## config.mk

```make
export PLATFORM = sky130hd
export DESIGN_NAME = mem_req_ctrl
export DESIGN_NICKNAME = d
export VERILOG_FILES = /design/src/rtl/mem_ctrl_pkg.sv /design/src/rtl/mem_lane_align.sv /design/src/rtl/mem_req_ctrl.sv
export SDC_FILE = /design/constraint.sdc
export NUM_CORES = 1
export LEC_CHECK = 0
export CAP_MARGIN = 0
export CORE_ASPECT_RATIO = 1.5
export CORE_MARGIN = 4
export CORE_UTILIZATION = 35
export DETAILED_ROUTE_END_ITERATION = 8
export GPL_TIMING_DRIVEN = 0
export RECOVER_POWER = 100
export SKIP_CTS_REPAIR_TIMING = 1
export SLEW_MARGIN = 40
export SYNTH_ARGS = -nofsm -noshare
export SYNTH_HDL_FRONTEND = slang
export SYNTH_SLANG_ARGS = --single-unit
export TNS_END_PERCENT = 20
```

## constraint.sdc

```tcl
create_clock -name eph1 -period 11.7 [get_ports eph1]
set_input_delay 2.34 -clock eph1 [delete_from_list [all_inputs] [get_ports eph1]]
set_output_delay 2.34 -clock eph1 [all_outputs]
set_load 0.05 [all_outputs]
```

## src/rtl/mem_ctrl_pkg.sv

```systemverilog
// Shared types and helpers for the byte-addressed RAM request controller.
// Holds the FSM state encoding, access-size codes and the byte-lane mask predicate.
package mem_ctrl_pkg;

  typedef enum logic [2:0] {IDLE, ACC0, ACC1, CAP, RESP} state_t;

  localparam logic [1:0] SZ_B = 2'd0;
  localparam logic [1:0] SZ_H = 2'd1;
  localparam logic [1:0] SZ_W = 2'd2;
  localparam logic [1:0] SZ_D = 2'd3;

  function automatic logic [3:0] size_bytes(input logic [1:0] size);
    logic [3:0] nb;
    nb = 4'd1;
    case (size)
      SZ_B: nb = 4'd1;
      SZ_H: nb = 4'd2;
      SZ_W: nb = 4'd4;
      SZ_D: nb = 4'd8;
      default: nb = 4'd1;
    endcase
    return nb;
  endfunction

  // part=0: lanes off..min(off+nbytes,nb)-1 of the first word;
  // part=1: lanes 0..off+nbytes-nb-1 of the following word.
  function automatic logic byte_in_mask(input int off, input int nbytes,
                                        input logic part, input int nb, input int idx);
    logic hit;
    if (!part) hit = (idx >= off) && (idx < off + nbytes) && (idx < nb);
    else       hit = (idx < off + nbytes - nb);
    return hit;
  endfunction

endpackage

```

## src/rtl/mem_lane_align.sv

```systemverilog
// Combinational byte-lane rotator (left for stores, right for loads) with the
// matching per-lane byte mask for the first or second word of an access.
module mem_lane_align
  import mem_ctrl_pkg::*;
#(
  parameter int WIDTH = 32,
  parameter bit LEFT  = 1'b1
) (
  input  logic [WIDTH-1:0]             i_data,
  input  logic [$clog2(WIDTH/8)-1:0]   i_off,
  input  logic [3:0]                   i_nbytes,
  input  logic                         i_part,
  output logic [WIDTH-1:0]             o_data,
  output logic [WIDTH/8-1:0]           o_mask
);

  localparam int NB = WIDTH / 8;

  // Data and mask are kept in separate processes so the load path can feed
  // the mask back into the data input without a combinational block cycle.
  always_comb begin
    o_data = '0;
    for (int j = 0; j < NB; j++) begin
      if (LEFT) o_data[j*8 +: 8] = i_data[((j + NB - int'(i_off)) % NB)*8 +: 8];
      else      o_data[j*8 +: 8] = i_data[((j + int'(i_off)) % NB)*8 +: 8];
    end
  end

  for (genvar gi = 0; gi < NB; gi++) begin : g_mask
    assign o_mask[gi] = byte_in_mask(int'(i_off), int'(i_nbytes), i_part, NB, gi);
  end

endmodule

```

## src/rtl/mem_req_ctrl.sv

```systemverilog
// Load/store request controller for a single-port byte-enabled RAM: splits
// unaligned accesses into two word cycles and returns extended load data.
module mem_req_ctrl
  import mem_ctrl_pkg::*;
#(
  parameter int DEPTH = 8,
  parameter int WIDTH = 32
) (
  input  logic                                          eph1,
  input  logic                                          resetn,
  input  logic                                          req_valid,
  output logic                                          req_ready,
  input  logic                                          req_write,
  input  logic [$clog2(DEPTH)+$clog2(WIDTH/8)-1:0]      req_addr,
  input  logic [1:0]                                    req_size,
  input  logic                                          req_signed,
  input  logic [WIDTH-1:0]                              req_wdata,
  output logic                                          rsp_valid,
  input  logic                                          rsp_ready,
  output logic [WIDTH-1:0]                              rsp_rdata,
  output logic                                          rsp_err,
  output logic                                          mem_write,
  output logic [$clog2(DEPTH)-1:0]                      mem_addr,
  output logic [WIDTH/8-1:0]                            mem_wben,
  output logic [WIDTH-1:0]                              mem_din,
  input  logic [WIDTH-1:0]                              mem_dout
);

  localparam int NB = WIDTH / 8;
  localparam int BW = $clog2(NB);
  localparam int MW = $clog2(DEPTH);
  localparam int AW = MW + BW;

  state_t           r_state, w_state_next;
  logic             r_write, r_signed, r_split, r_err;
  logic [BW-1:0]    r_off;
  logic [MW-1:0]    r_widx, r_mem_addr;
  logic [1:0]       r_size;
  logic [WIDTH-1:0] r_wdata, r_lo, r_rdata;

  logic [BW-1:0]    w_req_off;
  logic [MW-1:0]    w_req_widx;
  logic [3:0]       w_req_nb, w_nbytes;
  logic             w_req_split, w_req_err;
  logic [WIDTH-1:0] w_st_data, w_ld_merge, w_ld_rot, w_ld_bits, w_ext;
  logic [NB-1:0]    w_st_mask, w_ld_mask;
  logic             w_sign;

  assign w_req_off   = req_addr[BW-1:0];
  assign w_req_widx  = req_addr[AW-1:BW];
  assign w_req_nb    = size_bytes(req_size);
  assign w_req_split = (int'(w_req_off) + int'(w_req_nb)) > NB;
  // The last word has no successor; a split there is rejected, never wrapped.
  assign w_req_err   = (int'(w_req_nb) > NB) ||
                       (w_req_split && (int'(w_req_widx) == DEPTH - 1));
  assign w_nbytes    = size_bytes(r_size);

  mem_lane_align #(.WIDTH(WIDTH), .LEFT(1'b1)) u_store_align (
    .i_data   (r_wdata),
    .i_off    (r_off),
    .i_nbytes (w_nbytes),
    .i_part   (r_state == ACC1),
    .o_data   (w_st_data),
    .o_mask   (w_st_mask)
  );

  for (genvar gi = 0; gi < NB; gi++) begin : g_ld_bits
    assign w_ld_bits[gi*8 +: 8] = {8{w_ld_mask[gi]}};
  end

  // Low-part lanes come from the first word, everything else from the second;
  // lanes above the access size are overwritten by the extension below.
  assign w_ld_merge = r_split ? ((r_lo & w_ld_bits) | (mem_dout & ~w_ld_bits)) : mem_dout;

  mem_lane_align #(.WIDTH(WIDTH), .LEFT(1'b0)) u_load_align (
    .i_data   (w_ld_merge),
    .i_off    (r_off),
    .i_nbytes (w_nbytes),
    .i_part   (1'b0),
    .o_data   (w_ld_rot),
    .o_mask   (w_ld_mask)
  );

  always_comb begin
    w_sign = 1'b0;
    for (int j = 0; j < NB; j++) begin
      if (j == int'(w_nbytes) - 1) w_sign = r_signed & w_ld_rot[j*8+7];
    end
    w_ext = w_ld_rot;
    for (int j = 0; j < NB; j++) begin
      if (j >= int'(w_nbytes)) w_ext[j*8 +: 8] = {8{w_sign}};
    end
  end

  always_ff @(posedge eph1 or negedge resetn) begin
    if (!resetn) r_state <= IDLE;
    else         r_state <= w_state_next;
  end

  always_comb begin
    w_state_next = r_state;
    req_ready    = 1'b0;
    rsp_valid    = 1'b0;
    mem_write    = 1'b0;
    mem_wben     = '0;
    mem_din      = '0;
    mem_addr     = r_mem_addr;
    case (r_state)
      IDLE: begin
        req_ready = resetn;
        if (req_valid) w_state_next = w_req_err ? RESP : ACC0;
      end
      ACC0: begin
        mem_addr = r_widx;
        if (r_write) begin
          mem_write = 1'b1;
          mem_wben  = w_st_mask;
          mem_din   = w_st_data;
        end
        if (r_split)      w_state_next = ACC1;
        else if (r_write) w_state_next = RESP;
        else              w_state_next = CAP;
      end
      ACC1: begin
        mem_addr = r_widx + MW'(1);
        if (r_write) begin
          mem_write = 1'b1;
          mem_wben  = w_st_mask;
          mem_din   = w_st_data;
        end
        w_state_next = r_write ? RESP : CAP;
      end
      CAP:  w_state_next = RESP;
      RESP: begin
        rsp_valid = 1'b1;
        if (rsp_ready) w_state_next = IDLE;
      end
      default: w_state_next = IDLE;
    endcase
  end

  always_ff @(posedge eph1 or negedge resetn) begin
    if (!resetn) begin
      r_write    <= 1'b0;
      r_signed   <= 1'b0;
      r_split    <= 1'b0;
      r_err      <= 1'b0;
      r_off      <= '0;
      r_widx     <= '0;
      r_size     <= '0;
      r_wdata    <= '0;
      r_lo       <= '0;
      r_rdata    <= '0;
      r_mem_addr <= '0;
    end else begin
      case (r_state)
        IDLE: begin
          if (req_valid) begin
            r_write  <= req_write;
            r_signed <= req_signed;
            r_off    <= w_req_off;
            r_widx   <= w_req_widx;
            r_size   <= req_size;
            r_wdata  <= req_wdata;
            r_split  <= w_req_split;
            r_err    <= w_req_err;
            r_lo     <= '0;
            r_rdata  <= '0;
          end
        end
        ACC1:    r_lo    <= mem_dout;
        CAP:     r_rdata <= w_ext;
        default: ;
      endcase
      if (r_state == ACC0 || r_state == ACC1) r_mem_addr <= mem_addr;
    end
  end

  assign rsp_rdata = r_rdata;
  assign rsp_err   = r_err;

endmodule

```

==> results of run 1 <==
per-layer routing:
metal  vias up  track usage (%)  wire length (um)
met5         -                0                 0
met3        74             4.27              1580
met4         0             11.5              1230
met2       327             40.8             13600
met1      3287             25.1              9500
li1       3168                -                 -
worst min-delay path by stage:
stage | from | end | slack, ns
after floorplan | r_lo[0]$_DFFE_PN0P_ | r_lo[0]$_DFFE_PN0P_ | 0.46
after global placement | rsp_rdata[3]$_DFFE_PN0P_ | rsp_rdata[3]$_DFFE_PN0P_ | 0.47
after detailed placement | rsp_rdata[0]$_DFFE_PN0P_ | rsp_rdata[0]$_DFFE_PN0P_ | 0.48
after CTS | rsp_rdata[0]$_DFFE_PN0P_ | rsp_rdata[0]$_DFFE_PN0P_ | 0.49
after global routing | rsp_rdata[3]$_DFFE_PN0P_ | rsp_rdata[3]$_DFFE_PN0P_ | 0.50
final | rsp_rdata[9]$_DFFE_PN0P_ | rsp_rdata[9]$_DFFE_PN0P_ | 0.47
sequential cells by signal, summed over array words and instances (netlist names):
signal	cells
r_write	1
rsp_rdata	32
r_off	2
r_wdata	32
r_signed	1
rsp_err	1
r_state	3
r_lo	32
r_widx	3
r_split	1
r_size	2
r_mem_addr	3
final cells by class:
type / instances / area (um^2) / share of cell area [%]
plain buffers: 57 / 233 / 2.40
clock buffers: 19 / 443 / 4.57
clock inverters: 13 / 233 / 2.40
inverters: 11 / 41.3 / 0.426
multi-input cells: 602 / 4070 / 42.0
flip-flops and latches: 113 / 2830 / 29.2
well taps: 264 / 330 / 3.41
repair buffers: 153 / 1510 / 15.6
placed cells by master (no fill, tap or decap), types with 3 or more instances in the layout:
cell	count
a211oi_1	10
a21oi_1	21
a221oi_1	11
a222oi_1	7
a22oi_1	3
a311oi_1	18
a31oi_1	8
and2_1	4
buf_1	5
buf_2	3
bufinv_16	6
clkbuf_1	50
clkbuf_16	17
clkdlybuf4s50_1	77
clkinvlp_4	4
dfrtp_1	113
dlygate4sd3_1	73
ha_1	8
inv_1	11
mux2_2	9
mux2i_1	29
mux4_2	32
nand2_1	219
nand2b_1	9
nand3_1	47
nand3_2	10
nor2_1	31
nor2b_1	36
nor4_1	7
o211ai_1	3
o21ai_0	30
o21ai_1	7
cells by family after synthesis:
logic type                 count (synthesis)  share of synthesized area [%]
and+or+nand+nor                          375                           23.8
AOI/OAI and AO/OA                        142                           15.4
DFF                                      113                           39.1
muxes                                     71                           15.6
buffers and inverters                     68                           3.88
adders and majority gates                  9                           1.66
xor gates and xnor gates                   4                          0.589
other                                      1                         0.0519
power groups by stage:
stage / Clock [mW] / Sequential [mW] / Combinational, mW
6_report: 0.604 / 0.691 / 1.91
5_1_grt: 0.629 / 0.710 / 2.04
4_1_cts: 0.609 / 0.691 / 1.96
3_5_place_dp: 0 / 0.698 / 1.95
3_3_place_gp: 0 / 0.690 / 1.93
2_1_floorplan: 0 / 0.789 / 1.25
worst register-to-register path, cell delays in order, from the launching register on:
cell	delay (ns)
dfrtp_1	0.50
clkbuf_1	0.42
clkbuf_1	0.58
clkbuf_1	0.51
xnor2_1	0.19
ha_1	0.16
clkbuf_1	0.42
xor2_1	0.30
nor4_1	1.11
nor4_1	0.19
nor4_1	0.40
o2111ai_1	0.51
clkbuf_1	0.49
nand3_2	0.16
metrics by stage:
step	cells	hold slack, ns	util, %
final	1232	0.469	47.6
after global routing	1232	0.497	47.6
after CTS	1232	0.490	48.2
after detailed placement	1200	0.478	44.9
after global placement	1198	0.472	44.6
after floorplan	783	0.462	-
==> impl_results.md, run 1 <==
* Number of CTS-inserted buffers at 17
* Placement row count at 64
* Req. time, crit path at roughly 9.4 ns
* Detailed Routing Iterations Pass 1 at 5
* Root Buffer Master: clkbuf_16
* Routed Antenna Nets at 0
* Syn nets at 869
* Async SR Flop Fraction at 100%
* Setup crit start: r_off[1]$_DFFE_PN0P_
* Max-cap violations at 2
* Design Area, Final at a little under 10000 um^2
* R2r endpoint: rsp_rdata[26]$_DFFE_PN0P_
* Die width at 125 um
* CP dominant cell by count: clkbuf_1
* Starting Density at a little over a third
* Post-synth cell types at between 60 and 70
* Clk network pwr share at 18.8%
* Sequential share of power at a little over a fifth
* Clock latency on the worst-skew pair at around 0.44 ns
* H-tree levels at 4
* Number of flops mapped to enable cells by yosys at 0
* Final WS setup at 3.56 ns
* TNS Setup at 0 ns
* Syn Inst Count at 783
* Reg clk slew, reported paths at 0.06 ns
* Critical path capture point: mem_wben[1]
* Worst Hold Depth at 2
* Main synth FF type: dfrtp_1
* Final net count at approximately 1.0k
* Vias in the first global route at ~7k
* CP Depth at 16
* Synth top area share at around two fifths
* Status: complete, but fails checks
* Most common cell in the netlist: nand2_1
* Vias per inst at ~5.6
* Int Power at between 1.5 and 2 mW
* Post-DP HPWL at between 15000 and 20000 um
* Hold Path Class: reg -> reg
* Final setup viols at 0
* Port Buf Inserts at roughly 150
* #FFs+latches synth at 113
* WL final at around 26000 um
* P_sw at between 1.5 and 2 mW
* Sw Share at roughly half
* Comb pwr share at 59.6%
* WP data arrival at between 5 and 6 ns
* Wire length of the first global-routing pass at 39700 um
* Critical Path Source Type: flip-flop
* Cells along the critical path: clkbuf_1 > clkbuf_1 > clkbuf_1 > xnor2_1 > ha_1 > clkbuf_1 > xnor2_1 > nand3_1 > inv_1 > ha_1 > nand2b_1 > a311oi_1 > nand2_1 > a21oi_1 > a2111oi_1 > dlygate4sd3_1
* Chip height at about 180 um
* IO Pins at 152
* Dpl ws at 4.08 ns
* Die ar. at roughly 23000 um^2
* Final Max Slew Viols at about 110
* Power Total at between 3 and 4 mW
* Worst VDD drop at about 0.14 mV
* RSZ-0062 raised after global routing: no
* Pin count of the biggest net entering global routing at 65
* Sequential-to-total area share from yosys stat at roughly two fifths
* Slowest CP cell: dlygate4sd3_1
* Crit path largest cell delay at ~0.95 ns
* RR Startpoint: r_off[1]$_DFFE_PN0P_
* Skew final at approximately 0.0096 ns
* CP max FO at 10
* Worst-Margin Slew at about 3.5 ns
* Leakage power at approximately 4.4 nW
* Worst r2r path cells at 13
* Wire per inst at between 20 and 25 um
* Tcrit/Tclk final at between 60% and 70%
* Initial DRC Count at 592
* Initial antenna violation count at 0
* Top cell type by total area after synthesis: dfrtp_1
* CP delay by family, top: buffers and inverters
* Failing checks: max-capacitance violations, max-slew violations
* Clock buffer depth at 2
* WP buf/inv at 6
* Fmax achieved at about 0.12 GHz
* Global placer's final weighted congestion at 0.966
* YS warnings at 0
* Drt drc at 0
* Diode count at 0
* Fraction of layout cells with a size suffix above 1 at 10.4%
* Final worst path period need at 8.14 ns
* Core Footprint at 20300 um^2
* GR Overflow Total at 0
* Vias post-DR at between 6k and 7k
* Fillers at approximately 2.0k
* Mapped Area at just over 7000 um^2
* Clock Sink Count at between 100 and 150
* Reg2reg setup slack at roughly 5.7 ns
* Nature of the critical path endpoint: primary output
* Area Growth Syn to Fin at 34.0%
* Relative slew margins at -134%
* Hold Fails Final Rpt at 0
* Tot GR Track Use at a little under a quarter
* Avg Inst Size Synth at about 9 um^2
* CTS tree: yes
* PwrDens at around 330 nW/um^2
* Placed Area at between 9000 and 10000 um^2
* Critical path class: reg -> out
* Synth top area cells: dfrtp_1 39%, nand2_1 11%, mux4_2 10%, mux2i_1 4.0%, nand3_1 3.3%
* Synth top cells by count: 219 x nand2_1, 113 x dfrtp_1, 47 x nand3_1, 40 x clkbuf_1, 36 x nor2b_1
(Power assumes the default switching activity.)
==> run 2: changes to the inputs <==
==> constraint.sdc (replaced) <==
create_clock -name eph1 -period 6.7 [get_ports eph1]
set_input_delay 1.34 -clock eph1 [delete_from_list [all_inputs] [get_ports eph1]]
set_output_delay 1.34 -clock eph1 [all_outputs]
set_load 0.05 [all_outputs]
==> run 2 against run 1 <==
  * The run still ends with max-capacitance violations, max-slew violations left
  * Non-clock buffer count did not move
  * Critical path depth did not move
  * Routed wire length rose by 0.16%
  * Sequential power rose by 75%
  * Die area did not move
  * Clock skew barely moved
  * Flip-flop and latch count did not move
  * Via count barely moved
  * Hold slack improved by 0.00052 ns
  * Count of clock-buffer cells in the layout did not move
  * First-iteration DRC count fell by 15%
  * Cell count did not move
  * Critical path type unchanged
  * Largest cell class unchanged
==> impl_results.md, run 2 (same netlist as run 1, synthesis figures left out) <==
* Status: complete, but fails checks
* Failing checks: max-capacitance violations, max-slew violations
* Chip height at 184 um (unchanged)
* Port Buf Inserts at 151 (unchanged)
* Vias per inst at 5.57 (about the same)
* Pin count of the biggest net entering global routing at 65 (unchanged)
* Root Buffer Master: clkbuf_16
* Number of CTS-inserted buffers at 17 (unchanged)
* Initial DRC Count at 504 (-15%)
* IO Pins at 152 (unchanged)
* Routed Antenna Nets at 0 (unchanged)
* Reg2reg setup slack at 1.29 ns (-4.42 ns)
* WL final at 25900 um (+0.16%)
* Int Power at 2.89 mW (+75%)
* Detailed Routing Iterations Pass 1 at 8 (+3)
* Worst-Margin Slew at 3.53 ns (+0.0270 ns)
* Tcrit/Tclk final at 98.1%
* Skew final at 0.00934 ns (-0.000243 ns)
* Worst r2r path cells at 13 (unchanged)
* WP buf/inv at 6 (unchanged)
* Area Growth Syn to Fin at 34.3%
* RSZ-0062 raised after global routing: yes
* Post-Place Cells at 1200 (unchanged)
* Critical path class: reg -> out
* Final Max Slew Viols at 65 (-39%)
* Sw Share at 48.5% (about the same)
* CP max FO at 10 (unchanged)
* Hold Fails Final Rpt at 0 (unchanged)
* Die ar. at 23100 um^2 (unchanged)
* Wire length of the first global-routing pass at 39700 um (unchanged)
* PwrDens at 578 nW/um^2 (+75%)
* Commonest cells after routing, fill and taps aside: 219 x nand2_1, 113 x dfrtp_1, 81 x clkdlybuf4s50_1
* Final cell count without fillers at 1232 (unchanged)
* Diode count at 0 (unchanged)
* Hold slack at 0.470 ns (+0.000517 ns)
* CP delay by family, top: buffers and inverters
* WP data arrival at 5.23 ns (-0.57 ns)
* Critical path capture point: mem_wben[0]
* CP Depth at 16 (unchanged)
* RR Startpoint: r_off[1]$_DFFE_PN0P_
* Reg clk slew, reported paths at 0.06 ns (about the same)
* Slowest CP cell: clkdlybuf4s50_1
* Vias post-DR at 6862 (+0.088%)
* Power Total at 5.61 mW (+75%)
* Initial antenna violation count at 0 (unchanged)
* Final worst path period need at around 6.6 ns
* GR Overflow Total at 0 (unchanged)
* Wire per inst at 21.1 um (+0.16%)
* Worst VDD drop at 0.253 mV (+79%)
* Placement row count at 64 (unchanged)
* Clock Sink Count at 113 (unchanged)
* Req. time, crit path at 5.36 ns (-4.00 ns)
* Dpl ws at 0.0770 ns (-4.00 ns)
* Global placer's final weighted congestion at 0.966 (unchanged)
* Fmax achieved at around 0.15 GHz
* Setup crit start: r_off[1]$_DFFE_PN0P_
* Sequential share of power at 21.5% (about the same)
* Post-DP HPWL at 19500 um (unchanged)
* Final setup viols at 0 (unchanged)
* Starting Density at 35.5% (unchanged)
* R2r endpoint: rsp_rdata[26]$_DFFE_PN0P_
* Core Footprint at 20300 um^2 (unchanged)
* Nature of the critical path endpoint: primary output
* Relative slew margins at -135% (-1.8 points)
* Vias in the first global route at 6829 (unchanged)
* Die width at 125 um (unchanged)
* Clock buffer depth at 2 (unchanged)
* Clk network pwr share at 18.8% (about the same)
* Max-cap violations at 1 (-1)
* H-tree levels at 4 (unchanged)
* Cells along the critical path: clkbuf_1 > clkbuf_2 > clkbuf_1 > xnor2_1 > ha_1 > buf_2 > o211ai_1 > nand3_1 > inv_1 > ha_1 > nand2b_1 > a311oi_1 > a211oi_1 > a21oi_1 > nor2_1 > clkdlybuf4s50_1
* Drt drc at 0 (unchanged)
* Leakage power at 4.45 nW (+0.29%)
* Crit path largest cell delay at 0.85 ns (-0.10 ns)
* Comb pwr share at 59.7% (about the same)
* Final net count at 1041 (unchanged)
* CTS tree: yes
* Critical Path Source Type: flip-flop
* Hold Path Class: reg -> reg
* Fraction of layout cells with a size suffix above 1 at 11.0% (+0.52 points)
* Most common cell after layout, fill and taps aside: nand2_1
* P_sw at 2.72 mW (+75%)
* Clock latency on the worst-skew pair at 0.44 ns (about the same)
* Tot GR Track Use at 22.5% (unchanged)
* Final WS setup at 0.125 ns (-3.44 ns)
run 2: cell types whose count changed in the layout (fill, tap and decap cells not counted), sizes merged:
cell	delta
buf	+1
dlymetal6s2s	+1
clkdlybuf4s50	+4
clkbuf	-1
dlygate4sd3	-5
run 2: layer usage:
layer,vias up,routed length [um],track usage [%]
met4,0,1240,11.5
met3,73,1500,4.27
met1,3323,9570,25.1
met2,300,13600,40.8
li1,3166,-,-
met5,-,0,0
run 2: metrics by stage:
stage	TNS (ns)	util [%]	cell area (um^2)
2_1_floorplan	0	-	7230
6_report	0	47.7	9710
4_1_cts	-0.479	48.2	9810
3_5_place_dp	0	44.9	9140
3_3_place_gp	-44.41	44.6	9070
5_1_grt	-0.180	47.7	9710
run 2: final cells by class:
cell class,instances,area [um^2]
Fill cell,1994,10600
Multi-Input combinational cell,602,4080
Sequential cell,113,2830
Timing Repair Buffer,153,1520
Clock buffer,19,443
Tap cell,264,330
Buffer,57,235
Clock inverter,13,233
Inverter,11,41.3
run 2: worst reg2reg max path: stages, from the launching register on:
cell	delay [ns]
dfrtp_1	0.50
clkbuf_1	0.45
clkbuf_2	0.40
clkbuf_1	0.48
xnor2_1	0.15
ha_1	0.21
buf_2	0.19
o211a_4	0.29
nor4_1	1.02
nor4_1	0.21
nor4_2	0.33
o2111ai_1	0.48
clkbuf_1	0.48
nand3_2	0.16
run 2: how the worst min path moves through the flow:
stage,from,end,slack [ns],depth (start not counted)
4_1_cts,rsp_rdata[0]$_DFFE_PN0P_,rsp_rdata[0]$_DFFE_PN0P_,0.49,2
3_3_place_gp,rsp_rdata[3]$_DFFE_PN0P_,rsp_rdata[3]$_DFFE_PN0P_,0.47,2
6_report,rsp_rdata[9]$_DFFE_PN0P_,rsp_rdata[9]$_DFFE_PN0P_,0.47,2
3_5_place_dp,rsp_rdata[0]$_DFFE_PN0P_,rsp_rdata[0]$_DFFE_PN0P_,0.48,2
5_1_grt,rsp_rdata[3]$_DFFE_PN0P_,rsp_rdata[3]$_DFFE_PN0P_,0.50,2
2_1_floorplan,r_lo[0]$_DFFE_PN0P_,r_lo[0]$_DFFE_PN0P_,0.46,2
run 2: power by group through the flow:
stage | sequential [mW] | combinational [mW] | clock, mW
final | 1.21 | 3.35 | 1.06
after global routing | 1.24 | 3.58 | 1.10
after CTS | 1.21 | 3.42 | 1.06
after detailed placement | 1.22 | 3.41 | 0
after global placement | 1.20 | 3.37 | 0
after floorplan | 1.38 | 2.18 | 0
